## config.mk

```make
export PLATFORM = sky130hd
export DESIGN_NAME = alu_ctrl_muldiv_flat
export DESIGN_NICKNAME = d
export VERILOG_FILES = /design/src/rtl/alu_ctrl_muldiv_if.sv /design/src/rtl/alu_ctrl_muldiv.sv /design/src/flat_wrapper.sv
export SDC_FILE = /design/constraint.sdc
export NUM_CORES = 1
export LEC_CHECK = 0
export BUFFER_PORTS_ARGS = -buffer_cell sky130_fd_sc_hd__buf_4
export CAP_MARGIN = 10
export CORE_ASPECT_RATIO = 0.9
export CORE_MARGIN = 2
export CORE_UTILIZATION = 40
export CTS_CLUSTER_DIAMETER = 50
export CTS_CLUSTER_SIZE = 24
export DETAILED_ROUTE_END_ITERATION = 8
export GPL_TIMING_DRIVEN = 0
export SETUP_SLACK_MARGIN = 0.3
export SYNTH_ARGS = -nofsm -noshare
export SYNTH_HDL_FRONTEND = slang
export SYNTH_SLANG_ARGS = --single-unit
```

## constraint.sdc

```tcl
create_clock -name clk -period 5.15 [get_ports clk]
set_input_delay 1.03 -clock clk [delete_from_list [all_inputs] [get_ports clk]]
set_output_delay 1.03 -clock clk [all_outputs]
set_load 0.05 [all_outputs]
```

## src/rtl/alu_ctrl_muldiv_if.sv

```systemverilog
// Execute-stage bundle between the pipeline and the ALU controller / RV32M unit.
// master drives the decode fields and operands; slave returns decode and M results.
interface alu_ctrl_muldiv_if #(
  parameter int WIDTH = 32
);
  logic             flush;
  logic             in_valid;
  logic             in_ready;
  logic [1:0]       ALUOp;
  logic             ImmOp;
  logic [2:0]       Funct3;
  logic [6:0]       Funct7;
  logic [WIDTH-1:0] SrcA;
  logic [WIDTH-1:0] SrcB;
  logic [3:0]       Operation;
  logic             is_muldiv;
  logic             illegal;
  logic             busy;
  logic             out_valid;
  logic [WIDTH-1:0] result;

  modport master (
    output flush, in_valid, ALUOp, ImmOp, Funct3, Funct7, SrcA, SrcB,
    input  in_ready, Operation, is_muldiv, illegal, busy, out_valid, result
  );

  modport slave (
    input  flush, in_valid, ALUOp, ImmOp, Funct3, Funct7, SrcA, SrcB,
    output in_ready, Operation, is_muldiv, illegal, busy, out_valid, result
  );
endinterface

```

## src/rtl/alu_ctrl_muldiv.sv

```systemverilog
// RV32 ALU operation decoder with an iterative RV32M unit (shift-add multiply,
// restoring divide), valid/ready handshake and pipeline stall output.
module alu_ctrl_muldiv #(
  parameter int WIDTH    = 32,
  parameter bit ENABLE_M = 1'b1
) (
  input logic              clk,
  input logic              rst_n,
  alu_ctrl_muldiv_if.slave bus
);

  localparam int CW = $clog2(WIDTH) + 1;

  localparam logic [3:0] OP_AND = 4'b0000;
  localparam logic [3:0] OP_OR  = 4'b0001;
  localparam logic [3:0] OP_ADD = 4'b0010;
  localparam logic [3:0] OP_SRA = 4'b0100;
  localparam logic [3:0] OP_XOR = 4'b0101;
  localparam logic [3:0] OP_SUB = 4'b0110;
  localparam logic [3:0] OP_SLT = 4'b0111;
  localparam logic [3:0] OP_SLL = 4'b1001;
  localparam logic [3:0] OP_SRL = 4'b1101;
  localparam logic [3:0] OP_BEQ = 4'b1000;
  localparam logic [3:0] OP_BLT = 4'b1010;
  localparam logic [3:0] OP_BGE = 4'b1011;
  localparam logic [3:0] OP_BNE = 4'b1110;

  // Bit n set when the M op with Funct3=n treats that operand as signed.
  localparam logic [7:0] A_SIGNED = 8'h57;
  localparam logic [7:0] B_SIGNED = 8'h53;

  localparam logic [WIDTH-1:0] MIN_VAL = {1'b1, {(WIDTH-1){1'b0}}};

  typedef enum logic [1:0] {S_IDLE, S_MUL, S_DIV, S_DONE} state_t;

  state_t             state_reg, state_next;
  logic [CW-1:0]      cnt_reg;
  logic [1:0]         op_reg;
  logic               neg_q_reg;
  logic               neg_r_reg;
  logic [WIDTH-1:0]   b_mag_reg;
  logic [2*WIDTH-1:0] acc_reg;
  logic [WIDTH-1:0]   fix_reg;
  logic [WIDTH-1:0]   result_reg;

  // ---------------- decode ----------------
  logic [3:0] dec_op;
  logic       dec_ill;
  logic       dec_md;
  logic       f7_zero, f7_alt, f7_mul;

  always_comb begin
    f7_zero = (bus.Funct7 == 7'b0000000);
    f7_alt  = (bus.Funct7 == 7'b0100000);
    f7_mul  = (bus.Funct7 == 7'b0000001);
    dec_op  = OP_ADD;
    dec_ill = 1'b0;
    dec_md  = 1'b0;
    case (bus.ALUOp)
      2'b01: begin
        case (bus.Funct3)
          3'b000:  dec_op = OP_BEQ;
          3'b001:  dec_op = OP_BNE;
          3'b100:  dec_op = OP_BLT;
          3'b101:  dec_op = OP_BGE;
          default: dec_ill = 1'b1;
        endcase
      end
      2'b10: begin
        // I-type ignores Funct7 except for the shift encodings.
        if (bus.ImmOp || f7_zero) begin
          case (bus.Funct3)
            3'b000: dec_op = OP_ADD;
            3'b001: begin
              if (f7_zero) dec_op = OP_SLL;
              else         dec_ill = 1'b1;
            end
            3'b010: dec_op = OP_SLT;
            3'b011: dec_ill = 1'b1;
            3'b100: dec_op = OP_XOR;
            3'b101: begin
              if (f7_zero)     dec_op = OP_SRL;
              else if (f7_alt) dec_op = OP_SRA;
              else             dec_ill = 1'b1;
            end
            3'b110: dec_op = OP_OR;
            default: dec_op = OP_AND;
          endcase
        end else if (f7_alt) begin
          if (bus.Funct3 == 3'b000)      dec_op = OP_SUB;
          else if (bus.Funct3 == 3'b101) dec_op = OP_SRA;
          else                           dec_ill = 1'b1;
        end else if (f7_mul && ENABLE_M) begin
          dec_md = 1'b1;
        end else begin
          dec_ill = 1'b1;
        end
      end
      default: dec_op = OP_ADD;
    endcase
    if (dec_ill) dec_op = OP_ADD;
  end

  assign bus.Operation = dec_op;
  assign bus.illegal   = dec_ill;
  assign bus.is_muldiv = dec_md;

  // ---------------- operand preparation ----------------
  logic             sign_a, sign_b, is_div, div_zero, div_ovf, fast, accept;
  logic [WIDTH-1:0] a_mag, b_mag, fast_res;

  always_comb begin
    is_div   = bus.Funct3[2];
    sign_a   = A_SIGNED[bus.Funct3] & bus.SrcA[WIDTH-1];
    sign_b   = B_SIGNED[bus.Funct3] & bus.SrcB[WIDTH-1];
    a_mag    = sign_a ? -bus.SrcA : bus.SrcA;
    b_mag    = sign_b ? -bus.SrcB : bus.SrcB;
    div_zero = is_div & (bus.SrcB == '0);
    div_ovf  = is_div & ~bus.Funct3[0] & (bus.SrcA == MIN_VAL) & (bus.SrcB == '1);
    fast     = div_zero | div_ovf;
    if (div_zero) fast_res = bus.Funct3[1] ? bus.SrcA : '1;
    else          fast_res = bus.Funct3[1] ? '0 : MIN_VAL;
    accept   = bus.in_valid & (state_reg == S_IDLE) & dec_md;
  end

  // ---------------- iteration step and sign fix ----------------
  logic [WIDTH:0]     mul_sum, div_diff;
  logic [2*WIDTH-1:0] mul_next, div_next, acc_next, prod;
  logic [WIDTH-1:0]   quo_fix, rem_fix, mul_res, div_res, fix_val;

  always_comb begin
    mul_sum  = {1'b0, acc_reg[2*WIDTH-1:WIDTH]} + (acc_reg[0] ? {1'b0, b_mag_reg} : '0);
    mul_next = {mul_sum, acc_reg[WIDTH-1:1]};
    // Upper half is the partial remainder, lower half shifts dividend out / quotient in.
    div_diff = acc_reg[2*WIDTH-1:WIDTH-1] - {1'b0, b_mag_reg};
    div_next = div_diff[WIDTH] ? {acc_reg[2*WIDTH-2:0], 1'b0}
                               : {div_diff[WIDTH-1:0], acc_reg[WIDTH-2:0], 1'b1};
    acc_next = (state_reg == S_MUL) ? mul_next : div_next;
    prod     = neg_q_reg ? -acc_next : acc_next;
    mul_res  = (op_reg == 2'b00) ? prod[WIDTH-1:0] : prod[2*WIDTH-1:WIDTH];
    quo_fix  = neg_q_reg ? -acc_next[WIDTH-1:0] : acc_next[WIDTH-1:0];
    rem_fix  = neg_r_reg ? -acc_next[2*WIDTH-1:WIDTH] : acc_next[2*WIDTH-1:WIDTH];
    div_res  = op_reg[1] ? rem_fix : quo_fix;
    fix_val  = (state_reg == S_MUL) ? mul_res : div_res;
  end

  // ---------------- FSM ----------------
  always_ff @(posedge clk or negedge rst_n) begin
    if (!rst_n) state_reg <= S_IDLE;
    else        state_reg <= state_next;
  end

  always_comb begin
    state_next = state_reg;
    case (state_reg)
      S_IDLE: begin
        if (accept) begin
          if (fast)        state_next = S_DONE;
          else if (is_div) state_next = S_DIV;
          else             state_next = S_MUL;
        end
      end
      S_MUL, S_DIV: begin
        if (bus.flush)            state_next = S_IDLE;
        else if (cnt_reg == '0)   state_next = S_DONE;
      end
      default: state_next = S_IDLE;
    endcase
  end

  always_comb begin
    bus.in_ready  = (state_reg == S_IDLE);
    bus.busy      = (state_reg == S_MUL) || (state_reg == S_DIV) ||
                    ((state_reg == S_IDLE) && bus.in_valid && dec_md);
    // A flush in DONE suppresses the pulse and leaves the visible result alone.
    bus.out_valid = (state_reg == S_DONE) && !bus.flush;
    bus.result    = bus.out_valid ? fix_reg : result_reg;
  end

  // ---------------- datapath registers ----------------
  always_ff @(posedge clk or negedge rst_n) begin
    if (!rst_n) begin
      cnt_reg    <= '0;
      op_reg     <= '0;
      neg_q_reg  <= 1'b0;
      neg_r_reg  <= 1'b0;
      b_mag_reg  <= '0;
      acc_reg    <= '0;
      fix_reg    <= '0;
      result_reg <= '0;
    end else begin
      if (accept) begin
        op_reg    <= bus.Funct3[1:0];
        neg_q_reg <= sign_a ^ sign_b;
        neg_r_reg <= sign_a;
        b_mag_reg <= b_mag;
        acc_reg   <= {{WIDTH{1'b0}}, a_mag};
        cnt_reg   <= CW'(WIDTH - 1);
        if (fast) fix_reg <= fast_res;
      end else if (((state_reg == S_MUL) || (state_reg == S_DIV)) && !bus.flush) begin
        acc_reg <= acc_next;
        if (cnt_reg == '0) fix_reg <= fix_val;
        else               cnt_reg <= cnt_reg - 1'b1;
      end
      if ((state_reg == S_DONE) && !bus.flush) result_reg <= fix_reg;
    end
  end

endmodule

```

## src/flat_wrapper.sv

```systemverilog
// flat-port wrapper written by rule: the top's interface ports become plain ports
module alu_ctrl_muldiv_flat 
#(
  parameter int WIDTH    = 32,
  parameter bit ENABLE_M = 1'b1
)
  (clk, rst_n, bus_flush, bus_in_valid, bus_ALUOp, bus_ImmOp, bus_Funct3, bus_Funct7, bus_SrcA, bus_SrcB, bus_in_ready, bus_Operation, bus_is_muldiv, bus_illegal, bus_busy, bus_out_valid, bus_result);
  alu_ctrl_muldiv_if #(.WIDTH(WIDTH)) bus_i ();
  input logic clk;
  input logic rst_n;
  input wire logic [$bits(bus_i.flush)-1:0] bus_flush;
  input wire logic [$bits(bus_i.in_valid)-1:0] bus_in_valid;
  input wire logic [$bits(bus_i.ALUOp)-1:0] bus_ALUOp;
  input wire logic [$bits(bus_i.ImmOp)-1:0] bus_ImmOp;
  input wire logic [$bits(bus_i.Funct3)-1:0] bus_Funct3;
  input wire logic [$bits(bus_i.Funct7)-1:0] bus_Funct7;
  input wire logic [$bits(bus_i.SrcA)-1:0] bus_SrcA;
  input wire logic [$bits(bus_i.SrcB)-1:0] bus_SrcB;
  output wire logic [$bits(bus_i.in_ready)-1:0] bus_in_ready;
  output wire logic [$bits(bus_i.Operation)-1:0] bus_Operation;
  output wire logic [$bits(bus_i.is_muldiv)-1:0] bus_is_muldiv;
  output wire logic [$bits(bus_i.illegal)-1:0] bus_illegal;
  output wire logic [$bits(bus_i.busy)-1:0] bus_busy;
  output wire logic [$bits(bus_i.out_valid)-1:0] bus_out_valid;
  output wire logic [$bits(bus_i.result)-1:0] bus_result;
  assign bus_i.flush = bus_flush;
  assign bus_i.in_valid = bus_in_valid;
  assign bus_i.ALUOp = bus_ALUOp;
  assign bus_i.ImmOp = bus_ImmOp;
  assign bus_i.Funct3 = bus_Funct3;
  assign bus_i.Funct7 = bus_Funct7;
  assign bus_i.SrcA = bus_SrcA;
  assign bus_i.SrcB = bus_SrcB;
  assign bus_in_ready = bus_i.in_ready;
  assign bus_Operation = bus_i.Operation;
  assign bus_is_muldiv = bus_i.is_muldiv;
  assign bus_illegal = bus_i.illegal;
  assign bus_busy = bus_i.busy;
  assign bus_out_valid = bus_i.out_valid;
  assign bus_result = bus_i.result;
  alu_ctrl_muldiv #(.WIDTH(WIDTH), .ENABLE_M(ENABLE_M)) u_core (.clk(clk), .rst_n(rst_n), .bus(bus_i));
endmodule
```

==> results.cfg, run 1 <==
[outcome]
status = complete, no violations

[global_routing]
grt_pass1_vias = 17807
gr-usage-all-layers_pct = 35.09
antenna_found_initial = 1
grt_max_degree = 91
overflow = 0
grt_pass1_wl_mm = 117.3

[cts]
clk_latency_ns = 0.49
cts-hold-fix-buffers = 0
clk_pin_slew_worst_paths_ns = 0.08
numCtsBuffers = 17
cts_sinks = 172
htreeDepth = 4
cts_tree = done
cts_root_buf = clkbuf_16
cts.path.max_buffers = 2

[timing]
relSlewSlack_pct = 22.63
worst_pin_slew_ns = 1.131
setup_tns_ns = 0
slew_viol_final = 0
worst_slack_ns = 0.001396
finalSetupViolCount = 0
fmax_mhz = 194.2
hold_ws_ns = 0.4843
finClkSkew_ns = 0.01644
final_hold_viol_count = 0
finalCritPeriodShare_pct = 99.97
rsz0062_at_grt = yes
period_needed_ns = 5.149

[setup_path]
critPathArrivalTime_ns = 5.48
worstSetupPathType = reg2reg
worstPathMaxFanout = 10
crit_required_ns = 5.49
crit_path_start_kind = flip-flop
end_kind = flip-flop

[detailed_routing]
wl_mm = 80.68
routedWlPerCell_um = 26.37
firstDrtPassIters = 5
vias = 19441
route.detailed.drc = 0
drt-initial-drc-count = 2598
avgViaCountPerCell = 6.355
final_antenna_net_count = 0

[yosys]
syn_area_um2 = 17220
synthFlopType = dfrtp_1
synth_seq_cells = 172
syn_inst = 2231
seq_area_frac_synth_pct = 24.99
ys.warnings.count = 0
postSynthNetCount = 2391
synth_cell_types = 109
async_flop_share_pct = 100.0
synth_edf_count = 0
synth_area_per_cell_um2 = 7.719

[floorplanning]
core-area_um2 = 42700
initial_core_util_pct = 40.33
die_h_um = 200.8
dieArea_um2 = 44730
rows = 72
io_pins = 122
dieWidth_um = 222.7

[pwr]
power_leakage_nw = 8.939
ir_drop_mv = 0.4708
p_per_area_nw_per_um2 = 679.2
totalPowerFinal_mw = 14.99

[place]
dp_hpwl_mm = 60.44
port_buffers = 120
place_area_um2 = 18920
dp_cells = 2907
post-place-ws_ns = -1.174
gp_congestion = 0.9770

[layout]
final_util_pct = 51.67
largest_reg_flops = 64
layout_common_cells = nand2_1, buf_4, o21ai_0
final_common_cell = nand2_1
final_cell_area_um2 = 22060
nFillCells = 4181
final_nets = 2651
area_growth_pct = 28.13
drive_gt1_share_pct = 23.96
antenna_cells = 0
final_cells = 3059

[hold_path]
hp-class = reg2reg

[flow_run]
drv_cap = 0
[cell usage after synthesis (8+ instances only)]
library cell / number / area share, %
a211oi_1: 30 / 1.3
a21o_1: 29 / 1.3
a21oi_1: 183 / 5.3
a31oi_1: 37 / 1.3
and2_1: 47 / 1.7
and3_1: 17 / 0.62
buf_1: 18 / 0.39
buf_2: 19 / 0.55
clkbuf_1: 90 / 2.0
dfrtp_1: 172 / 25
ha_1: 77 / 5.6
inv_1: 78 / 1.7
mux2_2: 40 / 2.6
mux2i_1: 43 / 2.5
nand2_1: 276 / 6.0
nand2b_1: 23 / 0.84
nand3_1: 41 / 1.2
nand4_1: 27 / 0.98
nor2_1: 156 / 3.4
nor2b_1: 13 / 0.47
nor3_1: 54 / 1.6
nor4_1: 18 / 0.65
o211ai_1: 50 / 2.2
o21a_1: 14 / 0.61
o21ai_0: 210 / 6.1
o21ai_1: 17 / 0.49
o21bai_1: 13 / 0.57
o221ai_1: 8 / 0.41
o31ai_1: 31 / 1.4
o41ai_1: 11 / 0.56
or2_2: 15 / 0.54
or3_1: 33 / 1.2
or4_1: 11 / 0.48
xnor2_1: 108 / 5.5
xor2_1: 74 / 3.8
[metal layers]
metal	vias to the layer above	track usage (%)	part of all wire [%]
met1	9466	53.27	44
met5	-	0	0.093
met3	153	7.392	12
met2	1171	49.55	41
met4	4	9.756	2.9
li1	8647	-	-
[final timing paths]
kind	startpoint	to	slack, ns	cells after the start
worst max-delay path	u_core.state_reg[1]$_DFFE_PN0P_	u_core.fix_reg[28]$_DFFE_PN0P_	0.001	22
worst min-delay path	u_core.fix_reg[5]$_DFFE_PN0P_	u_core.fix_reg[5]$_DFFE_PN0P_	0.48	2
worst max register to register	u_core.state_reg[1]$_DFFE_PN0P_	u_core.fix_reg[28]$_DFFE_PN0P_	0.001	22
worst min register to register	u_core.fix_reg[5]$_DFFE_PN0P_	u_core.fix_reg[5]$_DFFE_PN0P_	0.48	2
max in group asynchronous	rst_n	u_core.b_mag_reg[20]$_DFFE_PN0P_	3.67	2
min in group asynchronous	rst_n	u_core.fix_reg[20]$_DFFE_PN0P_	0.54	1
[logic make-up (layout without fill, tap and decap cells)]
group                    count (synthesis)  count (layout)  synth area share (%)
buffers and inverters                  210             483                 4.868
flip-flops                             172             172                 24.99
multiplexers                            85              85                 5.282
XOR/XNOR                               182             182                 9.257
AO/OA/AOI/OAI                          728             728                 27.53
adder cells (fa/ha/maj)                 80              80                 5.885
AND/OR/NAND/NOR                        774             774                 22.18
[power by group]
part	leakage, nW	switching [mW]	internal, mW
combinational	6.55	6.97	4.31
clock	0.298	0.665	0.733
sequential	2.09	0.492	1.82
total	8.94	8.13	6.86
[repair_timing]
| item | in CTS | in global routing |
|---|---|---|
| buffers inserted | 72 | 48 |
| gates resized for setup | 178 | 179 |
| setup endpoints to repair | 38 | 35 |
| hold endpoints to repair | 0 | 0 |
| cloned | 0 | 0 |
| pin swaps | 43 | 84 |
[cell type report]
cell class	count	area [µm²]	share of cell area (%)
Multi-Input combinational cell	1849	13410	60.77
Sequential cell	172	4328	19.62
Timing Repair Buffer	241	1954	8.858
Buffer	131	777.0	3.522
Tap cell	555	694.4	3.147
Clock buffer	17	425.4	1.928
Inverter	79	296.5	1.344
Clock inverter	15	178.9	0.8109
[worst max-delay path: stages, from the launching register on]
cell and delay [ns]:
dfrtp_1 0.37, inv_2 0.07, ha_4 0.18, buf_6 0.15, buf_8 0.16, buf_8 0.17, buf_12 0.17, buf_12 0.16
buf_12 0.16, buf_8 0.16, clkbuf_16 0.19, a21oi_4 0.19, ha_4 0.15, o21ai_2 0.06, nand2b_4 0.17, or3_4 0.35
or3_4 0.41, or2_4 0.28, or4_4 0.53, o41ai_4 0.40, a221o_1 0.22, a211o_1 0.19, nand3_1 0.08
Note: power is estimated with default switching activity, not from simulation.
==> run 2: changes to the inputs <==
GPL_TIMING_DRIVEN = unset   (was 0)
clock period = 6.1 ns   (was 5.15 ns; I/O delays follow)
==> run 2 against run 1 <==
Cell area shrank 12%. Clock-buffer cell count is 4 higher. Non-clock buffer count shrank 188. Clock skew grew 0.0014 ns. Power down 29%. Setup slack better by 0.50 ns. Clock power decreased by 19%. Worst hold slack improved by 0.0019 ns. Register-to-register slack better by 0.50 ns. Combinational power fell by 33%. Sequential power is 17% lower. Sequential cell count unchanged. Largest cell class unchanged. Largest power group unchanged. Highest routed layer is now met4.
==> results.cfg, run 2 (synthesis results as in run 1) <==
[floorplanning]
die_h_um = 200.8
rows = 72
dieWidth_um = 222.7
io_pins = 122
core-area_um2 = 42700
dieArea_um2 = 44730
initial_core_util_pct = 40.33

[layout]
multiInputGateArea_um2 = 12160
antenna_cells = 0
largest_reg_flops = 64
final_common_cell = nand2_1
drive_gt1_share_pct = 14.29
final_nets = 2463
regArea_um2 = 4304
area_growth_pct = 12.73
nFillCells = 4392
layout_common_cells = nand2_1, o21ai_0, buf_4

[setup_path]
worstRegToRegCells = 17
crit_required_ns = 6.47
end_kind = flip-flop
worstReg2RegEnd = u_core.fix_reg[27]$_DFFE_PN0P_
worstSetupPathType = reg2reg
crit_path_start_kind = flip-flop
critPathArrivalTime_ns = 5.98
r2r_start = u_core.acc_reg[0]$_DFFE_PN0P_
r2r_setup_slack_ns = 0.50
crit_start = u_core.acc_reg[0]$_DFFE_PN0P_
worstPathMaxFanout = 17

[hold_path]
hp-class = reg2reg
hold_start = u_core.fix_reg[2]$_DFFE_PN0P_
min_to = u_core.fix_reg[2]$_DFFE_PN0P_
worstHoldPathCells = 2

[timing]
setup_tns_ns = 0
period_needed_ns = 5.602
slew_viol_final = 0
worst_pin_slew_ns = 1.114
fmax_mhz = 178.5
rsz0062_at_grt = no
final_hold_viol_count = 0
finalSetupViolCount = 0
relSlewSlack_pct = 25.57
finClkSkew_ns = 0.01779
finalCritPeriodShare_pct = 91.83

[pwr]
power.internal_mw = 4.855
swShare_pct = 54.52
seqPwrFrac_pct = 18.0
p_switching_mw = 5.819
p_per_area_nw_per_um2 = 549.9
p_clk_share_pct = 10.7
ir_drop_mv = 0.2726
power_frac_comb_pct = 71.3
power_leakage_nw = 7.940
totalPowerFinal_mw = 10.67

[detailed_routing]
final_antenna_net_count = 0
route.detailed.drc = 0
routedWlPerCell_um = 23.26
wl_mm = 66.79
avgViaCountPerCell = 6.189
drt-initial-drc-count = 1922
firstDrtPassIters = 7
vias = 17769

[global_routing]
grt_pass1_wl_mm = 102.9
gr-usage-all-layers_pct = 29.83
antenna_found_initial = 1
grt_max_degree = 78
grt_pass1_vias = 16703
overflow = 0

[outcome]
status = complete, no violations

[cts]
cts_root_buf = clkbuf_16
cts-hold-fix-buffers = 0
clk_pin_slew_worst_paths_ns = 0.07
numCtsBuffers = 17
post_cts_buffers = 0
cts_sinks = 172
clk_latency_ns = 0.51
cts.path.max_buffers = 2
cts_tree = done
htreeDepth = 4

[place]
dp_hpwl_mm = 51.53
gp_congestion = 0.9447
port_buffers = 121

[flow_run]
drv_cap = 0
==> run 2: final cells by class <==
| type | count | area share [%] |
|---|---|---|
| Clock buffer | 21 | 2.423 |
| Clock inverter | 11 | 0.5414 |
| Inverter | 79 | 1.528 |
| Multi-Input combinational cell | 1849 | 62.62 |
| Sequential cell | 172 | 22.17 |
| Tap cell | 555 | 3.577 |
| Timing Repair Buffer | 184 | 7.135 |
==> run 2: through the flow <==
stage | hold slack, ns | util (%) | cell area (µm²) | setup slack, ns | std cells
6_report | 0.4862 | 45.46 | 19410 | 0.4982 | 2871
5_1_grt | 0.5158 | 45.46 | 19410 | 0.3039 | 2871
4_1_cts | 0.4922 | 45.40 | 19390 | 0.3975 | 2871
3_5_place_dp | 0.4762 | 44.05 | 18810 | 0.4036 | 2839
3_3_place_gp | 0.4659 | 44.05 | 18810 | 0.5494 | 2839
2_1_floorplan | 0.4433 | - | 17220 | 0.4894 | 2231
==> run 2: what timing repair did <==
action | CTS | global route
endpoints found under the setup margin | 0 | 9
hold endpoints to repair | 0 | 0
resized for setup | 0 | 6
==> run 2: worst max path at each step <==
stage / to / slack [ns] / cells after the start
after floorplan: bus_busy / 0.49 / 8
after global placement: u_core.fix_reg[26]$_DFFE_PN0P_ / 0.55 / 18
after detailed placement: u_core.fix_reg[26]$_DFFE_PN0P_ / 0.40 / 18
after CTS: u_core.fix_reg[26]$_DFFE_PN0P_ / 0.40 / 18
after global routing: u_core.fix_reg[26]$_DFFE_PN0P_ / 0.30 / 18
final: u_core.fix_reg[27]$_DFFE_PN0P_ / 0.50 / 17
==> run 2: routing by layer <==
layer	part of all wire, %	up-vias	GRT usage (%)
met5	0	-	0
met4	2.7	0	9.947
met3	10	97	8.021
met2	42	799	42.68
met1	45	8618	43.06
li1	-	8255	-
==> run 2: power by group through the flow <==
| stage | clock, mW | sequential [mW] | combinational, mW |
|---|---|---|---|
| 5_1_grt | 1.21 | 1.97 | 8.14 |
| 3_3_place_gp | 0 | 1.90 | 7.37 |
| 2_1_floorplan | 0 | 1.77 | 5.12 |
| 3_5_place_dp | 0 | 1.93 | 7.41 |
| 4_1_cts | 1.17 | 1.91 | 7.45 |
| 6_report | 1.14 | 1.92 | 7.62 |
==> run 2: critical path, cell delays in order (launching register included) <==
cell	delay, ns
dfrtp_1	0.57
and2_1	0.24
ha_1	0.36
o211ai_1	0.15
o211ai_1	0.47
a32oi_1	0.39
a221oi_1	1.01
a21oi_1	0.20
xnor2_1	0.18
nor2_1	0.12
a211oi_2	0.07
buf_4	0.20
or4_4	0.55
o21ai_1	0.17
xnor2_1	0.08
a222oi_1	0.45
buf_4	0.19
o21ai_1	0.05
